===== config.mk =====
export PLATFORM = sky130hd
export DESIGN_NAME = traffic_phase_encoder
export DESIGN_NICKNAME = d
export VERILOG_FILES = /design/src/rtl/traffic_phase_encoder.sv
export SDC_FILE = /design/constraint.sdc
export NUM_CORES = 1
export LEC_CHECK = 0
export ABC_AREA = 1
export CAP_MARGIN = 15
export CELL_PAD_IN_SITES_DETAIL_PLACEMENT = 1
export CELL_PAD_IN_SITES_GLOBAL_PLACEMENT = 2
export CORE_MARGIN = 2
export CORE_UTILIZATION = 33
export DETAILED_ROUTE_END_ITERATION = 8
export PLACE_DENSITY_LB_ADDON = 0.1
export SETUP_SLACK_MARGIN = 0.4
export SLEW_MARGIN = 20
export SYNTH_ARGS = -nofsm -noshare
export SYNTH_HDL_FRONTEND = slang
export SYNTH_SLANG_ARGS = --single-unit

===== constraint.sdc =====
create_clock -name clk -period 2.4 [get_ports clk]
set_input_delay 0.24 -clock clk [delete_from_list [all_inputs] [get_ports clk]]
set_output_delay 0.24 -clock clk [all_outputs]
set_load 0.03 [all_outputs]

===== src/rtl/traffic_phase_encoder.sv =====
// Intersection phase controller: round-robin service of three demand sensors with
// min/max green, fixed yellow and all-red clearance. bits is the registered state code.
module traffic_phase_encoder #(
   parameter int RED_CYCLES    = 2,
   parameter int GREEN_MIN     = 5,
   parameter int GREEN_MAX     = 10,
   parameter int YELLOW_CYCLES = 3
) (
   input  logic       clk,
   input  logic       reset,
   input  logic       ew_str_sensor,
   input  logic       ew_left_sensor,
   input  logic       ns_sensor,
   output logic [2:0] bits
);

   localparam int MAX_RG = (RED_CYCLES > GREEN_MIN) ? RED_CYCLES : GREEN_MIN;
   localparam int MAX_MY = (GREEN_MAX > YELLOW_CYCLES) ? GREEN_MAX : YELLOW_CYCLES;
   localparam int MAX_P  = (MAX_RG > MAX_MY) ? MAX_RG : MAX_MY;
   localparam int CW     = $clog2(MAX_P) + 1;

   localparam logic [CW-1:0] RED_LAST    = CW'(RED_CYCLES - 1);
   localparam logic [CW-1:0] GMIN_LAST   = CW'(GREEN_MIN - 1);
   localparam logic [CW-1:0] GMAX_LAST   = CW'(GREEN_MAX - 1);
   localparam logic [CW-1:0] YELLOW_LAST = CW'(YELLOW_CYCLES - 1);

   typedef enum logic [2:0] {
      ALL_RED = 3'b000,
      EWS_G   = 3'b001,
      EWS_Y   = 3'b010,
      EWL_G   = 3'b011,
      EWL_Y   = 3'b100,
      NS_G    = 3'b101,
      NS_Y    = 3'b110
   } state_t;

   state_t          state_reg, state_next;
   logic [CW-1:0]   cnt_reg, cnt_next;
   logic [1:0]      ptr_reg, ptr_next;

   logic [2:0]      req;
   logic            any_req;
   logic [1:0]      dir;
   state_t          grant_state;
   logic            own, other;
   state_t          yellow_state;

   assign req     = {ns_sensor, ew_left_sensor, ew_str_sensor};
   assign any_req = |req;

   always_ff @(posedge clk) begin
      if (reset) begin
         state_reg <= ALL_RED;
         cnt_reg   <= '0;
         ptr_reg   <= 2'd0;
      end else begin
         state_reg <= state_next;
         cnt_reg   <= cnt_next;
         ptr_reg   <= ptr_next;
      end
   end

   assign bits = state_reg;

   // First requesting direction when scanning 0->1->2 starting at ptr.
   always_comb begin
      dir = 2'd0;
      case (ptr_reg)
         2'd1:    dir = req[1] ? 2'd1 : (req[2] ? 2'd2 : 2'd0);
         2'd2:    dir = req[2] ? 2'd2 : (req[0] ? 2'd0 : 2'd1);
         default: dir = req[0] ? 2'd0 : (req[1] ? 2'd1 : 2'd2);
      endcase
   end

   always_comb begin
      grant_state = NS_G;
      case (dir)
         2'd0:    grant_state = EWS_G;
         2'd1:    grant_state = EWL_G;
         default: grant_state = NS_G;
      endcase
   end

   always_comb begin
      own          = 1'b0;
      other        = 1'b0;
      yellow_state = ALL_RED;
      case (state_reg)
         EWS_G: begin
            own          = ew_str_sensor;
            other        = ew_left_sensor | ns_sensor;
            yellow_state = EWS_Y;
         end
         EWL_G: begin
            own          = ew_left_sensor;
            other        = ew_str_sensor | ns_sensor;
            yellow_state = EWL_Y;
         end
         NS_G: begin
            own          = ns_sensor;
            other        = ew_str_sensor | ew_left_sensor;
            yellow_state = NS_Y;
         end
         default: ;
      endcase
   end

   always_comb begin
      state_next = state_reg;
      cnt_next   = cnt_reg;
      ptr_next   = ptr_reg;
      case (state_reg)
         ALL_RED: begin
            // cnt parks at RED_LAST with no demand, so a late request is granted next edge.
            if (cnt_reg >= RED_LAST) begin
               cnt_next = RED_LAST;
               if (any_req) begin
                  state_next = grant_state;
                  cnt_next   = '0;
                  ptr_next   = (dir == 2'd2) ? 2'd0 : dir + 2'd1;
               end
            end else begin
               cnt_next = cnt_reg + 1'b1;
            end
         end
         EWS_G, EWL_G, NS_G: begin
            if (cnt_reg < GMIN_LAST) begin
               cnt_next = cnt_reg + 1'b1;
            end else if (other && (!own || cnt_reg >= GMAX_LAST)) begin
               state_next = yellow_state;
               cnt_next   = '0;
            end else if (cnt_reg < GMAX_LAST) begin
               cnt_next = cnt_reg + 1'b1;
            end
         end
         EWS_Y, EWL_Y, NS_Y: begin
            if (cnt_reg >= YELLOW_LAST) begin
               state_next = ALL_RED;
               cnt_next   = '0;
            end else begin
               cnt_next = cnt_reg + 1'b1;
            end
         end
         default: begin
            state_next = ALL_RED;
            cnt_next   = '0;
         end
      endcase
   end

endmodule


==> qor.yml <==
clocking:
  cts_max_level: 1
  cts_tree: "done"
  cts.sinks: 10
  path_clk_slew_ns: 0.08
  clk_latency_ns: 0.28
  cts_buffers: 3
  cts-root-buf: "clkbuf_4"
  cts_hold_buf: 0
  post_cts_resized: 0
  post_cts_buffers: 0
  clockBufferDepth: 2
floorplanning:
  dieArea_um2: 2960
  die_y_um: 54.4
  core-area_um2: 2430
  fp-row-count: 18
  die_w_um: 54.4
  initial_core_util: 0.344
  io_pins: 8
global_routing:
  antenna_found_initial: 0
  grt_max_degree: 14
  grt_overflow: 0
  grt_first_pass_wirelength_mm: 3.51
  track_usage: 0.168
  grt_pass1_vias: 753
sta:
  finalHoldViolCount: 0
  slew_violations: 0
  min_period_ns: 1.90
  setup_tns_ns: 0
  timing.slew.headroom: 0.690
  post-route-period-util: 0.792
  fmax_ghz: 0.526
  grt_setup_unrepaired: "false"
  worst_pin_slew_ns: 0.465
  skew_ns: 0.00361
  finalSetupViolations: 0
synth:
  ys_warn_count: 0
  ys_types: 25
  ys_seq_area_frac: 0.239
  ys_ff_latch: 10
  syn-instance-count: 124
  synth_fp_nets: 133
  syn-cell-area_um2: 837
  syn_avg_cell_area_um2: 6.75
placement:
  place_congestion: 0.772
  dpl.hpwl_mm: 1.70
  port_buffers: 7
critical_path:
  path_buf_inv: 1
  cp.arrival_ns: 1.66
  worstPathCellList: "clkdlybuf4s50_1"
  critical-path-top-delay-family: "buffers and inverters"
  worstPathRequired_ns: 2.16
  crit_fanout: 13
  worst_setup_path_end_kind: "primary output"
  crit_type: "reg2out"
  crit_slowest_cell: "clkdlybuf4s50_1"
  critPathLaunchType: "register"
  max_stage_delay_ns: 0.76
cells_and_area:
  largest_reg_flops: 5
  layout.nets: 144
  layout-drive-gt1-share: 0.134
  most-common-layout-cells: "nand2_1 (22), inv_1 (17), nor2_1 (13), nand3_1 (11), dfxtp_1 (10)"
  fillerInstances: 327
  diodes: 0
  final_common_cell: "nand2_1"
  syn2layout_area_growth_pct: 15.8
power_and_ir_drop:
  p_leak_nw: 0.431
  vdd_drop_max_mv: 0.597
  p_per_area_nw_per_um2: 1210
  power_mw: 1.18
flow_run:
  cap_violations: 0
route:
  dr.first_iter.drc_count: 6
  ant_nets: 0
  firstDrtPassIters: 4
  via_per_inst: 5.01
  routedWlPerCell_um: 13.1
  drc_errors: 0
  wirelength_mm: 2.14
  vias: 822
worst_hold_path:
  hold_path_class: "reg2reg"
status:
  status: "complete, no violations"
-- power breakdown --
group,leakage [nW],switching (mW),total (mW),internal [mW]
logic,0.328,0.441,0.710,0.269
clock network,0.0210,0.0722,0.165,0.0925
registers,0.0819,0.0861,0.304,0.218
total,0.431,0.599,1.18,0.579
-- cells in the mapped netlist --
library cell | instances | area, um2
a21oi_1 | 9 | 45.0
a31oi_1 | 2 | 12.5
a31oi_4 | 1 | 21.3
buf_6 | 1 | 11.3
dfxtp_1 | 10 | 200
ha_1 | 4 | 50.1
inv_1 | 17 | 63.8
inv_2 | 3 | 11.3
nand2_1 | 22 | 82.6
nand2_2 | 1 | 6.26
nand2_4 | 1 | 11.3
nand3_1 | 11 | 55.1
nand3_2 | 2 | 20.0
nand3_4 | 1 | 17.5
nand3b_1 | 1 | 7.51
nand4_1 | 6 | 37.5
nor2_1 | 13 | 48.8
nor2_4 | 3 | 33.8
nor3_1 | 1 | 5.00
o21ai_0 | 6 | 30.0
o21ai_1 | 2 | 10.0
o21ai_2 | 2 | 17.5
o21bai_1 | 2 | 15.0
or2_1 | 1 | 6.26
xor2_1 | 2 | 17.5
-- worst paths after layout --
check                     startpoint                      end  slack, ns  cells past startpoint
min          cnt_reg[4]$_SDFFE_PP0P_  cnt_reg[4]$_SDFFE_PP0P_       0.55                      2
max reg2reg  cnt_reg[0]$_SDFFE_PP0P_     bits[0]$_SDFFE_PP0P_       0.68                     12
max             bits[0]$_SDFFE_PP0P_                  bits[0]       0.50                      1
min reg2reg  cnt_reg[4]$_SDFFE_PP0P_  cnt_reg[4]$_SDFFE_PP0P_       0.55                      2
-- through the flow --
step / setup slack [ns] / cells / utilization / hold WS, ns / area [um2]
after global placement: 0.628 / 160 / 0.384 / 0.539 / 933
after floorplan: 0.851 / 124 / - / 0.309 / 837
after CTS: 0.494 / 164 / 0.399 / 0.556 / 970
final: 0.500 / 164 / 0.399 / 0.555 / 970
after global routing: 0.404 / 164 / 0.399 / 0.592 / 970
after detailed placement: 0.614 / 160 / 0.384 / 0.545 / 933
-- kinds of logic (layout without fill, tap and decap cells) --
logic type	count (synthesis)	after routing	share of synthesized area
AO/OA/AOI/OAI	24	24	0.181
XOR/XNOR	2	2	0.0209
adder cells (fa/ha/maj)	4	4	0.0598
buffers and inverters	21	31	0.103
flip-flops	10	10	0.239
AND/OR/NAND/NOR	63	63	0.396
-- routing by layer --
| metal | wire length [um] | global-route usage | part of all wire |
|---|---|---|---|
| met2 | 929 | 0.245 | 0.43 |
| met5 | 0 | 0 | 0 |
| met1 | 1110 | 0.238 | 0.52 |
| met4 | 44 | 0.0750 | 0.021 |
| met3 | 56 | 0.0328 | 0.026 |
-- cell type report --
type / instances / area, um2 / share of cell area
inverter: 20 / 75.1 / 0.0774
sequential: 10 / 200 / 0.206
tap: 30 / 37.5 / 0.0387
timing repair buffer: 7 / 70.1 / 0.0723
multi-input combinational: 93 / 551 / 0.568
clock buffer: 4 / 36.3 / 0.0374
Power figures use the tool's default switching activity.
